**config.mk**
```make
export PLATFORM = sky130hd
export DESIGN_NAME = mole_scheduler
export DESIGN_NICKNAME = d
export VERILOG_FILES = /design/src/rtl/mole_scheduler.sv
export SDC_FILE = /design/constraint.sdc
export NUM_CORES = 1
export LEC_CHECK = 0
export ABC_AREA = 1
export CAP_MARGIN = 30
export CORE_MARGIN = 5
export CORE_UTILIZATION = 58
export CTS_BUF_LIST = sky130_fd_sc_hd__clkbuf_16
export DETAILED_ROUTE_END_ITERATION = 10
export HOLD_SLACK_MARGIN = 0.05
export PLACE_DENSITY = 0.81
export SLEW_MARGIN = 20
export SYNTH_ARGS = -nofsm -noshare
export SYNTH_HDL_FRONTEND = slang
export SYNTH_SLANG_ARGS = --single-unit
```
**constraint.sdc**
```tcl
create_clock -name clock -period 1.9 [get_ports clock]
set_input_delay 0.38 -clock clock [delete_from_list [all_inputs] [get_ports clock]]
set_output_delay 0.38 -clock clock [all_outputs]
set_load 0.02 [all_outputs]
```
**src/rtl/mole_scheduler.sv**
```systemverilog
// mole_scheduler: picks which mole lights and for how long from the LFSR word,
// detects player key hits, keeps score and miss counts and ends the game once
// the miss limit is reached. Every output comes straight from a register.
module mole_scheduler #(
    parameter int MOLE_BITS  = 3,
    parameter int TIMER_W    = 26,
    parameter int UP_TIME    = 50000000,
    parameter int GAP_TIME   = 25000000,
    parameter int MAX_MISSES = 5
) (
    input  logic                        clock,
    input  logic                        resetn,
    input  logic                        play,
    input  logic [3:0]                  rnd,
    input  logic [(2**MOLE_BITS)-1:0]   keys,
    output logic [(2**MOLE_BITS)-1:0]   moles,
    output logic [7:0]                  score,
    output logic [3:0]                  misses,
    output logic                        hit_pulse,
    output logic                        miss_pulse,
    output logic                        game_over
);

    localparam int NUM_MOLES = 2**MOLE_BITS;

    // Phase lengths expressed as terminal timer values (timer counts down to 0).
    localparam logic [TIMER_W-1:0] GAP_LOAD = TIMER_W'(GAP_TIME - 1);
    localparam logic [TIMER_W-1:0] UP_LOAD  = TIMER_W'(UP_TIME - 1);
    localparam logic [3:0]         MISS_LIM = 4'(MAX_MISSES);

    typedef enum logic [1:0] {
        S_IDLE = 2'd0,
        S_GAP  = 2'd1,
        S_UP   = 2'd2,
        S_OVER = 2'd3
    } state_t;

    // One-hot decode of a mole index.
    function automatic logic [NUM_MOLES-1:0] onehot(input logic [MOLE_BITS-1:0] idx);
        onehot = NUM_MOLES'(1) << idx;
    endfunction

    // Saturating increment for the 8-bit score.
    function automatic logic [7:0] sat_inc8(input logic [7:0] val);
        if (val == 8'hFF) begin
            sat_inc8 = val;
        end else begin
            sat_inc8 = val + 8'd1;
        end
    endfunction

    // Registered state
    state_t                 state_r;
    logic [TIMER_W-1:0]     timer_r;
    logic [MOLE_BITS-1:0]   last_idx_r;
    logic [NUM_MOLES-1:0]   key_prev_r;
    logic [NUM_MOLES-1:0]   moles_r;
    logic [7:0]             score_r;
    logic [3:0]             misses_r;
    logic                   hit_pulse_r;
    logic                   miss_pulse_r;
    logic                   game_over_r;

    // Next-state values
    state_t                 state_s;
    logic [TIMER_W-1:0]     timer_s;
    logic [MOLE_BITS-1:0]   last_idx_s;
    logic [NUM_MOLES-1:0]   moles_s;
    logic [7:0]             score_s;
    logic [3:0]             misses_s;
    logic                   hit_pulse_s;
    logic                   miss_pulse_s;
    logic                   game_over_s;

    // Helpers
    logic [NUM_MOLES-1:0]   key_edge_s;
    logic [NUM_MOLES-1:0]   lit_s;
    logic [MOLE_BITS-1:0]   pick_s;
    logic [3:0]             misses_inc_s;
    logic                   timer_zero_s;
    logic                   wrong_key_s;
    logic                   right_key_s;
    logic                   unused_rnd_s;

    // Only rising edges of the debounced keys count, so a held key never scores.
    assign key_edge_s   = keys & ~key_prev_r;
    assign lit_s        = onehot(last_idx_r);
    assign misses_inc_s = misses_r + 4'd1;
    assign timer_zero_s = (timer_r == {TIMER_W{1'b0}});
    assign wrong_key_s  = |(key_edge_s & ~lit_s);
    assign right_key_s  = |(key_edge_s & lit_s);
    // Upper random bits are not needed when there are fewer than 16 moles.
    assign unused_rnd_s = ^rnd;

    // Choose the next mole, bumping by one so the same mole never lights twice in a row.
    always_comb begin
        pick_s = rnd[MOLE_BITS-1:0];
        if (pick_s == last_idx_r) begin
            pick_s = pick_s + MOLE_BITS'(1);
        end else begin
            pick_s = rnd[MOLE_BITS-1:0];
        end
    end

    // Next-state and next-output logic for the game sequencer.
    always_comb begin
        state_s      = state_r;
        timer_s      = timer_r;
        last_idx_s   = last_idx_r;
        moles_s      = moles_r;
        score_s      = score_r;
        misses_s     = misses_r;
        hit_pulse_s  = 1'b0;
        miss_pulse_s = 1'b0;

        case (state_r)
            S_IDLE: begin
                moles_s = {NUM_MOLES{1'b0}};
                if (play) begin
                    score_s  = 8'd0;
                    misses_s = 4'd0;
                    timer_s  = GAP_LOAD;
                    state_s  = S_GAP;
                end else begin
                    timer_s  = {TIMER_W{1'b0}};
                end
            end

            S_GAP: begin
                if (!play) begin
                    moles_s = {NUM_MOLES{1'b0}};
                    timer_s = {TIMER_W{1'b0}};
                    state_s = S_IDLE;
                end else if (timer_zero_s) begin
                    last_idx_s = pick_s;
                    moles_s    = onehot(pick_s);
                    timer_s    = UP_LOAD;
                    state_s    = S_UP;
                end else begin
                    moles_s = {NUM_MOLES{1'b0}};
                    timer_s = timer_r - TIMER_W'(1);
                end
            end

            S_UP: begin
                if (!play) begin
                    // Abandoning a mole is neither a hit nor a miss.
                    moles_s = {NUM_MOLES{1'b0}};
                    timer_s = {TIMER_W{1'b0}};
                    state_s = S_IDLE;
                end else if (wrong_key_s || (!right_key_s && timer_zero_s)) begin
                    // A wrong key wins over a simultaneous correct key.
                    misses_s     = misses_inc_s;
                    miss_pulse_s = 1'b1;
                    moles_s      = {NUM_MOLES{1'b0}};
                    if (misses_inc_s == MISS_LIM) begin
                        timer_s = {TIMER_W{1'b0}};
                        state_s = S_OVER;
                    end else begin
                        timer_s = GAP_LOAD;
                        state_s = S_GAP;
                    end
                end else if (right_key_s) begin
                    // Includes a hit on the final lit cycle.
                    score_s     = sat_inc8(score_r);
                    hit_pulse_s = 1'b1;
                    moles_s     = {NUM_MOLES{1'b0}};
                    timer_s     = GAP_LOAD;
                    state_s     = S_GAP;
                end else begin
                    moles_s = lit_s;
                    timer_s = timer_r - TIMER_W'(1);
                end
            end

            S_OVER: begin
                moles_s = {NUM_MOLES{1'b0}};
                if (!play) begin
                    state_s = S_IDLE;
                end else begin
                    state_s = S_OVER;
                end
            end

            default: begin
                moles_s = {NUM_MOLES{1'b0}};
                timer_s = {TIMER_W{1'b0}};
                state_s = S_IDLE;
            end
        endcase

        // game_over mirrors the state register so it is high exactly while in OVER.
        game_over_s = (state_s == S_OVER);
    end

    // State register with synchronous active-low reset.
    always_ff @(posedge clock) begin
        if (!resetn) begin
            state_r <= S_IDLE;
        end else begin
            state_r <= state_s;
        end
    end

    // Datapath and output registers; reset aborts a game with no pulses.
    always_ff @(posedge clock) begin
        if (!resetn) begin
            timer_r      <= {TIMER_W{1'b0}};
            last_idx_r   <= {MOLE_BITS{1'b0}};
            key_prev_r   <= {NUM_MOLES{1'b0}};
            moles_r      <= {NUM_MOLES{1'b0}};
            score_r      <= 8'd0;
            misses_r     <= 4'd0;
            hit_pulse_r  <= 1'b0;
            miss_pulse_r <= 1'b0;
            game_over_r  <= 1'b0;
        end else begin
            timer_r      <= timer_s;
            last_idx_r   <= last_idx_s;
            key_prev_r   <= keys;
            moles_r      <= moles_s;
            score_r      <= score_s;
            misses_r     <= misses_s;
            hit_pulse_r  <= hit_pulse_s;
            miss_pulse_r <= miss_pulse_s;
            game_over_r  <= game_over_s;
        end
    end

    assign moles      = moles_r;
    assign score      = score_r;
    assign misses     = misses_r;
    assign hit_pulse  = hit_pulse_r;
    assign miss_pulse = miss_pulse_r;
    assign game_over  = game_over_r;

endmodule

```
==> impl_metrics.json, run 1 <==
{
  "finalNetCount": 732,
  "ios": 38,
  "pwr-share-seq": 0.194,
  "drt-vias-per-instance": 6.66,
  "period_minus_slack_ps": 2180,
  "die_y_um": 92.0,
  "initial_core_util": 0.604,
  "antenna_found_initial": 0,
  "syn-num-nets": 614,
  "hpwl_um": 7840,
  "die-area_um2": 8470,
  "syn_area_per_cell_um2": 6.62,
  "ys_async_sr_fraction": 0,
  "maxSlewHeadroom": 0.704,
  "ys_seq_area_frac": 0.318,
  "die_w_um": 92.0,
  "drt_wl_total_um": 17000,
  "fin_ws_ps": -282,
  "drv_slew": 0,
  "seq_area_um2": 1260,
  "ys_ff_latch": 62,
  "synth_cell_type_count": 39,
  "rr_worst_depth": 13,
  "tns_ps": -5680,
  "synth_edf_count": 0,
  "crit_path_start_kind": "register",
  "drtIter0Drc": 859,
  "outcome": "finished, violations left",
  "rr_startpoint": "last_idx_r[1]$_SDFFE_PN0P_",
  "synth_top_area_frac": 0.318,
  "clock_skew_ps": 15.0,
  "cts_root_buf": "clkbuf_16",
  "r2r_slack_ps": -280,
  "synth_area_um2": 3900,
  "fin_cells": 789,
  "fmax_mhz": 458,
  "hold_slack_ps": 254,
  "clk_latency_ps": 360,
  "power.net_switching_mw": 4.59,
  "violations": "setup timing",
  "n_fill_cell": 247,
  "clkPwrFrac": 0.189,
  "min_path_cells": 3,
  "n_antenna_cell": 0,
  "core_area_um2": 6460,
  "hold_class": "in2reg",
  "place.gp.congestion": 0.932,
  "min_from": "keys[4]",
  "cts_tree": "built",
  "cp_data_arrival_time_ps": 2450,
  "grt_max_degree": 30,
  "ir_drop_mv": 1.57,
  "clk_path_buf_depth": 2,
  "combPwrFrac": 0.618,
  "yosysMostFrequentCell": "nand2_1",
  "hold_end": "key_prev_r[4]$_SDFF_PN0_",
  "fin_util": 0.908,
  "crit_fanout": 6,
  "synth_top_cell_by_area": "dfxtp_1",
  "p_leak_nw": 2.64,
  "syn2layout_area_growth_pct": 50.4,
  "grt_pass1_wl_um": 18500,
  "hold_viol": 0,
  "powerDensity_nw_per_um2": 1640,
  "row_count": 29,
  "maxCapViolations": 0,
  "worst_pin_slew_ps": 443,
  "rsz0062_at_grt": "yes",
  "criticalPathCategory": "reg2reg",
  "cts.sinks": 62,
  "htree_levels": 3,
  "clk_pin_slew_ps": 60,
  "setup_viol": 51,
  "antenna_left": 0,
  "synthCells": 589,
  "ys_warn_count": 0,
  "layout-drive-gt1-share": 0.362,
  "grt.total_usage": 0.271,
  "netlist_top_cells_count": "144 x nand2_1, 73 x nor2_1, 62 x dfxtp_1",
  "wire_per_inst_um": 21.6,
  "multi_input_area_um2": 2820,
  "cp-end-kind": "register",
  "port-buffer-count": 36,
  "switching_share": 0.475,
  "p_int_mw": 5.06,
  "grt_overflow": 0,
  "regToRegEndpoint": "timer_r[16]$_SDFFE_PN0P_",
  "routed-via-count": 5257,
  "drt_first_pass_iters": 7,
  "placed_cells_incl_taps": 751,
  "p_total_mw": 9.65,
  "route.detailed.drc": 0,
  "cp.required_ps": 2170,
  "synth-main-ff-cell": "dfxtp_1",
  "cts_buffers": 9,
  "grt_pass1_vias": 4068,
  "period_share": 1.15,
  "ys_top_cells_by_area": "dfxtp_1 32%, nand2_1 14%, nor2_1 7.0%, nand3_1 6.7%, a21oi_1 5.8%"
}
layer usage:
metal	routed length [um]	up-vias	track usage	part of all wire
li1	-	2124	-	-
met1	6050	2395	0.340	0.36
met2	7460	576	0.451	0.44
met3	2270	162	0.0540	0.13
met4	1260	0	0.120	0.074
met5	0	-	0	0
final cells by class:
type | instances | share of cell area
multi-input cells | 443 | 0.481
flip-flops and latches | 62 | 0.215
repair buffers | 124 | 0.188
inverters | 67 | 0.0450
clock buffers | 9 | 0.0384
well taps | 77 | 0.0164
clock inverters | 7 | 0.0154
cell usage in the layout (no fill, tap or decap), types with 3 or more instances in the layout:
master	netlist	layout
dfxtp_1	62	50
nor2_2	12	20
nand2_1	144	119
a21oi_1	45	28
nor2_4	2	17
buf_6	3	5
nand2_2	5	24
dlymetal6s2s_1	0	4
clkbuf_16	0	10
inv_1	59	55
xnor2_1	16	14
dfxtp_2	0	9
buf_12	0	3
nand3_2	3	23
ha_1	10	7
buf_4	2	79
xor2_1	13	13
clkdlybuf4s50_1	0	32
nand2_4	2	6
inv_2	4	7
inv_4	2	5
o21ai_0	29	26
nand4_1	5	5
nor3_1	6	5
dfxtp_4	0	3
nand3b_1	7	7
a21oi_2	4	21
nand3_1	52	29
nand3_4	0	3
nor2_1	73	50
how the worst max path moves through the flow:
stage,from,endpoint,slack (ps),depth (start not counted)
final,last_idx_r[1]$_SDFFE_PN0P_,timer_r[16]$_SDFFE_PN0P_,-280,13
after floorplan,misses[1]$_SDFFE_PN0P_,timer_r[13]$_SDFFE_PN0P_,140,9
after CTS,last_idx_r[0]$_SDFFE_PN0P_,moles[1]$_SDFF_PN0_,-30,12
after global routing,timer_r[5]$_SDFFE_PN0P_,timer_r[16]$_SDFFE_PN0P_,-390,12
after global placement,keys[4],timer_r[13]$_SDFFE_PN0P_,-250,13
after detailed placement,keys[0],timer_r[1]$_SDFFE_PN0P_,-320,13
sequential cells by signal, indices dropped and copies added (netlist names):
signal	cells
miss_pulse	1
misses	4
score	8
key_prev_r	8
state_r	2
timer_r	26
last_idx_r	3
moles	8
game_over	1
hit_pulse	1
timing repair:
item	4_1_cts	5_1_grt
setup buffers	3	18
pin swaps	6	56
resized for setup	20	146
gates cloned	0	1
hold endpoints to repair	0	0
endpoints found under the setup margin	49	51
hold buffers	0	0
stage by stage:
stage	area (um2)	setup slack, ps
after CTS	5180	-29.6
after global placement	4780	-252
final	5870	-282
after floorplan	3900	143
after detailed placement	4780	-318
after global routing	5870	-386
critical path, stage by stage, from the launching register on:
cell     delay [ps]
dfxtp_4         410
buf_6           150
nand3_2          70
nand2_1         110
nand2_2         100
nor2_4          150
nand2_2         110
inv_4            80
nand2_4          70
nand2_8         110
nand2_4          80
a21oi_2         330
nand2_1         120
a21oi_1         200
logic make-up after synthesis:
kind of cell | synth area share
buffers and inverters | 0.0904
AOI/OAI and AO/OA | 0.126
muxes | 0.00257
DFF | 0.318
adders and majority gates | 0.0321
xor gates and xnor gates | 0.0651
and+or+nand+nor | 0.366
power by group through the flow:
stage	clock network [mW]	logic (mW)	registers (mW)
2_1_floorplan	0	2.56	1.81
3_3_place_gp	0	3.98	1.77
3_5_place_dp	0	4.10	1.78
4_1_cts	1.75	4.31	1.76
5_1_grt	1.86	6.15	1.88
6_report	1.82	5.96	1.87
Note: power is estimated with default switching activity, not from simulation.
==> inputs of run 2 (changes only) <==
==> constraint.sdc (replaced) <==
create_clock -name clock -period 1.9 [get_ports clock]
set_input_delay 0.38 -clock clock [delete_from_list [all_inputs] [get_ports clock]]
set_output_delay 0.38 -clock clock [all_outputs]
set_load 0.1 [all_outputs]
==> run 2 against run 1 <==
Net effect: the run still ends with setup timing left; cell count fell by 0.89%; clock skew fell by 8.0 ps; largest cell class unchanged; critical path type unchanged; wire length fell by 11%.
==> impl_metrics.json, run 2 (synthesis results as in run 1) <==
{
  "p_int_mw": 4.81,
  "maxSlewHeadroom": 0.538,
  "grt_overflow": 0,
  "grt_pass1_wl_um": 18500,
  "layout-drive-gt1-share": 0.373,
  "rr_startpoint": "last_idx_r[0]$_SDFFE_PN0P_",
  "clock_skew_ps": 7.01,
  "grt_pass1_vias": 4024,
  "period_share": 1.11,
  "clk_path_buf_depth": 2,
  "cts_root_buf": "clkbuf_16",
  "place.gp.congestion": 0.892,
  "drt_first_pass_iters": 7,
  "largest_reg_flops": 26,
  "power.net_switching_mw": 4.38,
  "violations": "setup timing",
  "regMostFlops": "timer_r",
  "setup_viol": 34,
  "fmax_mhz": 474,
  "crit_fanout": 6,
  "core_area_um2": 6460,
  "route.detailed.drc": 0,
  "min_from": "keys[5]",
  "p_leak_nw": 2.60,
  "ios": 38,
  "hold_buffers": 0,
  "cts_buffers": 9,
  "hpwl_um": 7650,
  "hold_class": "in2reg",
  "wire_per_inst_um": 19.4,
  "powerDensity_nw_per_um2": 1610,
  "drv_slew": 0,
  "cp.required_ps": 2130,
  "clk_latency_ps": 340,
  "antenna_found_initial": 0,
  "crit_path_start_kind": "register",
  "port-buffer-count": 36,
  "die_w_um": 92.0,
  "startpoint": "last_idx_r[0]$_SDFFE_PN0P_",
  "hold_viol": 0,
  "combPwrFrac": 0.608,
  "row_count": 29,
  "cts_tree": "built",
  "fin_ws_ps": -210,
  "final_cell_mix": "119 x nand2_1, 92 x buf_4, 54 x inv_1",
  "drtIter0Drc": 827,
  "finalNetCount": 725,
  "ir_drop_mv": 1.43,
  "grt.total_usage": 0.269,
  "clkPwrFrac": 0.189,
  "drt_wl_total_um": 15200,
  "grt_max_degree": 30,
  "syn2layout_area_growth_pct": 46.6,
  "routed-via-count": 4925,
  "switching_share": 0.476,
  "die-area_um2": 8470,
  "hold_slack_ps": 275,
  "cts.sinks": 62,
  "layout_commonest_cell": "nand2_1",
  "outcome": "finished, violations left",
  "rsz0062_at_grt": "yes",
  "dpl_worst_slack_ps": -300,
  "antenna_left": 0,
  "n_antenna_cell": 0,
  "maxCapViolations": 0,
  "die_y_um": 92.0,
  "cp-end-kind": "register",
  "drt-vias-per-instance": 6.30,
  "period_minus_slack_ps": 2110,
  "clk_pin_slew_ps": 60,
  "cp_data_arrival_time_ps": 2340,
  "worst_pin_slew_ps": 692,
  "initial_core_util": 0.604,
  "pwr-share-seq": 0.204,
  "htree_levels": 3,
  "criticalPathCategory": "reg2reg"
}
-- run 2: cell type report --
cell class	instances	area [um2]
Timing Repair Buffer	117	1030
Clock inverter	7	81.3
Multi-Input combinational cell	443	2740
Fill cell	278	741
Inverter	67	264
Sequential cell	62	1280
Clock buffer	9	225
Tap cell	77	96.3
-- run 2: repair_timing --
item                                    in CTS  in global routing
endpoints found under the setup margin      35                 48
setup buffers                                7                 12
resized for setup                           33                112
pin swaps                                   19                 45
-- run 2: final timing paths --
path	to	slack, ps	cells after the start
setup / recovery	game_over$_SDFF_PN0_	-210	13
hold / removal	key_prev_r[5]$_SDFF_PN0_	280	3
setup reg to reg	game_over$_SDFF_PN0_	-210	13
hold reg to reg	misses[3]$_SDFFE_PN0P_	510	2
-- run 2: power groups by stage --
stage	registers, mW	clock network (mW)	logic [mW]
3_3_place_gp	1.77	0	4.12
4_1_cts	1.77	1.72	4.53
3_5_place_dp	1.78	0	4.25
6_report	1.87	1.74	5.58
2_1_floorplan	2.07	0	2.56
5_1_grt	1.89	1.79	5.83
-- run 2: worst max-delay path, cell delays in order (launching register included) --
cell and delay [ps]:
dfxtp_4 410, inv_2 80, nand3_2 90, inv_1 70, nand2_1 90, nand2_2 80
nor2_4 150, nand2_2 100, nor2_4 200, nor2_2 90, o21ai_0 270, nand3_1 180
nand2_1 130, nor2_1 50
-- run 2: metrics by stage --
stage	util	instance area (um2)	instances	power (mW)	TNS (ps)
after floorplan	-	3930	589	4.63	0
after global routing	0.885	5720	782	9.51	-6170
final	0.885	5720	782	9.19	-2950
after CTS	0.820	5300	772	8.02	-242
after detailed placement	0.749	4840	749	6.03	-10920
after global placement	0.749	4840	749	5.90	-8090
-- run 2: per-layer routing --
metal	vias to the layer above	wire [um]	global-route usage	part of all wire
met3	139	1870	0.0466	0.12
met1	2222	5430	0.344	0.36
met5	-	0	0	0
met2	451	6910	0.442	0.46
li1	2113	-	-	-
met4	0	949	0.129	0.063
==> patch 1, RTL diff (config.mk and constraints of run 1) <==
Change the parameter `MOLE_BITS` from 3 to 2.
--- a/src/rtl/mole_scheduler.sv
+++ b/src/rtl/mole_scheduler.sv
@@ -2,7 +2,7 @@
 // detects player key hits, keeps score and miss counts and ends the game once
 // the miss limit is reached. Every output comes straight from a register.
 module mole_scheduler #(
-    parameter int MOLE_BITS  = 3,
+    parameter int MOLE_BITS  = 2,
     parameter int TIMER_W    = 26,
     parameter int UP_TIME    = 50000000,
     parameter int GAP_TIME   = 25000000,
Interface: changed (resized keys and moles); port bits go from 38 to 30. The function was not compared with the original's and may differ.
==> patch 1 against run 1 <==
Non-clock buffer count shrank 52. Total power is 26% lower. Worst setup slack better by 0.32 ns. First-iteration DRC count is 50% lower. Area after synthesis fell by 7.0%. Wire length is 37% lower. Final area is 22% lower. Sequential cell count fell by 9. Critical endpoint is now timer_r[19]. Largest power group unchanged.
==> patch 1: results (changes against run 1) <==
Placer Congestion 0.973 (+4.5%); DR WL/cell 14.8 microns (-31%); worst-path fanout max 7 (+1); max_slew headroom 0.701 (-0.00209); Synth top cells by count nand2_1, nor2_1, inv_1; HP Class reg2reg; outcome completed; Syn Nets 605 (-1.5%); Initial DRT Pass Iterations 6 (-1); CTS Buf Count 5 (-4); Final Setup Violations 0 (-100%); Arr. time, crit path 2.07 ns (-0.38 ns); CTS H-tree lvls 2 (-1); sequential share of the synthesized area 0.292 (-0.0257); placed cell count 713 (-5.1%); Critical Path Slowest Stage Cell dfxtp_1; DR vias 4125 (-22%); initial DRC count 433 (-50%); vias in the first global route 3636 (-11%); top cell type's share of synthesized area 0.292 (-0.0257); clk_lat worst skew 0.30 ns (-0.06 ns); Static Leak 0.00211 uW (-20%); Post-DP Area 4240 sq um (-11%); first-pass GRT wire length 16600 microns (-10%); worst vdd ir 1040 uV (-34%); Final Non-Filler Cells 727 (-7.9%); clk_skew 0.00756 ns (-0.00743 ns)
==> patch 1: final timing paths <==
path / end / cells past startpoint / slack [ns] / from
hold reg to reg: timer_r[25] / 2 / 0.51 / timer_r[25]
setup / recovery: timer_r[19] / 9 / 0.04 / misses[0]
hold / removal: timer_r[25] / 2 / 0.51 / timer_r[25]
setup reg to reg: timer_r[19] / 9 / 0.04 / misses[0]
==> patch 1: power breakdown <==
group	switching [uW]	leakage (uW)	total (uW)	internal, uW
Clock	431	0.0000712	916	485
Sequential	215	0.000435	1540	1330
Combinational	2940	0.00161	4680	1740
==> patch 1: routing by layer <==
metal / track usage / part of all wire / vias up
li1: - / - / 2012
met3: 0.0341 / 0.088 / 30
met5: 0 / 0 / -
met1: 0.361 / 0.42 / 1864
met2: 0.420 / 0.47 / 219
met4: 0.0839 / 0.021 / 0
==> patch 1: final cells by class <==
| type | instances | area [sq um] |
|---|---|---|
| Multi-Input combinational cell | 445 | 2380 |
| Fill cell | 447 | 1390 |
| Sequential cell | 53 | 1070 |
| Timing Repair Buffer | 72 | 637 |
| Inverter | 74 | 283 |
| Clock buffer | 5 | 125 |
| Tap cell | 75 | 93.8 |
| Clock inverter | 3 | 17.5 |
==> patch 1: timing repair <==
action | CTS | global route
setup buffers | 1 | 4
cloned | 0 | 1
endpoints found under the setup margin | 16 | 41
pin swaps | 2 | 7
resized for setup | 3 | 43
==> patch 1: critical path: cells and delay by family (launching register included) <==
family	cells	cell delay (ns)
buf+inv	1	0.16
compound gates	1	0.17
xor+xnor	1	0.41
simple gates	6	0.62
flops	1	0.42
==> patch 1: through the flow <==
stage          utilization  worst slack [ns]
2_1_floorplan            -            0.0492
3_3_place_gp         0.707            -0.164
3_5_place_dp         0.707            -0.209
4_1_cts              0.733           0.00885
5_1_grt              0.768           -0.0519
6_report             0.768            0.0362
==> patch 1: logic make-up (layout without fill, tap and decap cells) <==
family	Yosys count	count (layout)	synth area share
simple gates	335	336	0.418
xor+xnor	18	18	0.0434
buf+inv	89	154	0.0966
flops	53	53	0.292
fa+ha+maj	8	8	0.0276
compound gates	83	83	0.122
==> patch 2, RTL diff (settings of run 1) <==
Made on the original files. Encoding of `state_t`: now one-hot (4 bits for 4 states).
--- a/src/rtl/mole_scheduler.sv
+++ b/src/rtl/mole_scheduler.sv
@@ -28,11 +28,11 @@
     localparam logic [TIMER_W-1:0] UP_LOAD  = TIMER_W'(UP_TIME - 1);
     localparam logic [3:0]         MISS_LIM = 4'(MAX_MISSES);
 
-    typedef enum logic [1:0] {
-        S_IDLE = 2'd0,
-        S_GAP  = 2'd1,
-        S_UP   = 2'd2,
-        S_OVER = 2'd3
+    typedef enum logic [3:0] {
+        S_IDLE = 4'b0001,
+        S_GAP  = 4'b0010,
+        S_UP   = 4'b0100,
+        S_OVER = 4'b1000
     } state_t;
 
     // One-hot decode of a mole index.
Check against the original RTL: no difference found for any inputs over 10 cycles, from zero or initial values and one cycle with resetn low; not proved beyond that.
==> patch 2 against run 1 <==
Die area rose by 4.8%. Sequential share of layout area rose by 1.9 points. Utilization fell by 10 points. Highest routed layer unchanged. Worst setup slack improved by 0.32 ns. Critical path depth fell by 1. Critical path type unchanged. Area after synthesis rose by 5.4%. Via count fell by 13%. Wire length fell by 27%. Final area fell by 6.1%. Sequential cell count rose by 2.
Power is not compared: it rests on default switching activity, and its combinational part moved more than twofold at a synthesized area within 25%.
==> patch 2: results (changes against run 1) <==
Initial DRT Pass Iterations 5 (-2); clk_lat worst skew 0.34 ns (-0.02 ns); Cells after Synth 630 (+7.0%); actual slew at the worst max-slew pin 0.345 ns (-0.0985 ns); Hold Crit Endpoint timer_r[25]; worst-path fanout max 8 (+2); post-CTS setup buffer count 2 (-1); proportion of layout cells with a drive suffix above 1 0.224 (-0.138); synth top area cells dfxtp_1, nand2_1, nand3_1, inv_1, nor2_1; first-pass GRT wire length 18800 microns (+1.7%); synth unique cells 37 (-5.1%); vias in the first global route 4180 (+2.8%); reg-to-reg endpoint score[5]; GRT Resource Usage Total 0.265 (-0.00647); met2 WL 6370 microns (-15%); hold slack 0.492 ns (+0.238 ns); Place WS -0.355 ns (-0.0379 ns); outcome completed; R2R setup slack 0.04 ns (+0.32 ns); DR WL/cell 15.2 microns (-30%); Syn Nets 650 (+5.9%); Via density 5.59 (-16%); clk_skew 0.00560 ns (-0.00939 ns); min-delay src timer_r[25]; met3 routed wirelength 811 microns (-64%); Arr. time, crit path 2.13 ns (-0.32 ns); path depth of the worst reg2reg path 12 (-1); Final Non-Filler Cells 819 (+3.8%); HP Class reg2reg; Min-Delay Path Depth 2 (-1); Post-DP Area 4920 sq um (+2.9%); dpl hpwl 8050 microns (+2.7%); post-CTS resize count 3 (-85%); Metal-1 WL 4830 microns (-20%); Placer Congestion 0.921 (-1.2%)
-- patch 2: cell types whose count changed in the layout (fill, tap and decap cells not counted), sizes merged, moves of 11 or more --
cell          run 1  this run
nand3            55        93
a21oi            51        40
nand2           151       168
inv              67        85
buf              87        55
o21ai            29        15
-- patch 2: how the worst max path moves through the flow --
stage	from	end	slack, ns	cells past startpoint
5_1_grt	keys[5]	timer_r[24]	-0.06	15
3_3_place_gp	keys[1]	score[0]	-0.24	12
4_1_cts	keys[1]	timer_r[0]	0.02	14
2_1_floorplan	timer_r[0]	timer_r[18]	0.15	14
6_report	last_idx_r[1]	score[5]	0.04	12
3_5_place_dp	keys[1]	score[6]	-0.36	12
-- patch 2: final cells by class --
cell class                 count  area, sq um
clock buffer                   9          225
clock inverter                 6         61.3
fill                         476         1320
inverter                      85          339
multi-input combinational    465         2560
sequential                    64         1290
tap                           96          120
timing repair buffer          93          907
timing repair inverter         1         6.26
-- patch 2: layer usage --
layer / vias up / GRT usage
met5: - / 0
met4: 0 / 0.132
met3: 46 / 0.0457
met2: 196 / 0.479
met1: 2136 / 0.295
li1: 2201 / -
-- patch 2: power groups by stage --
| stage | Sequential [uW] | Combinational, uW | Clock, uW |
|---|---|---|---|
| 5_1_grt | 1420 | 805 | 1670 |
| 4_1_cts | 1410 | 657 | 1620 |
| 3_5_place_dp | 1440 | 644 | 0 |
| 2_1_floorplan | 1440 | 433 | 0 |
| 3_3_place_gp | 1440 | 623 | 0 |
| 6_report | 1410 | 729 | 1610 |
-- patch 2: kinds of logic after synthesis --
group / count (synthesis) / synth area share
fa+ha+maj: 5 / 0.0152
buf+inv: 101 / 0.105
flops: 64 / 0.312
simple gates: 375 / 0.439
compound gates: 63 / 0.0824
xor+xnor: 22 / 0.0469
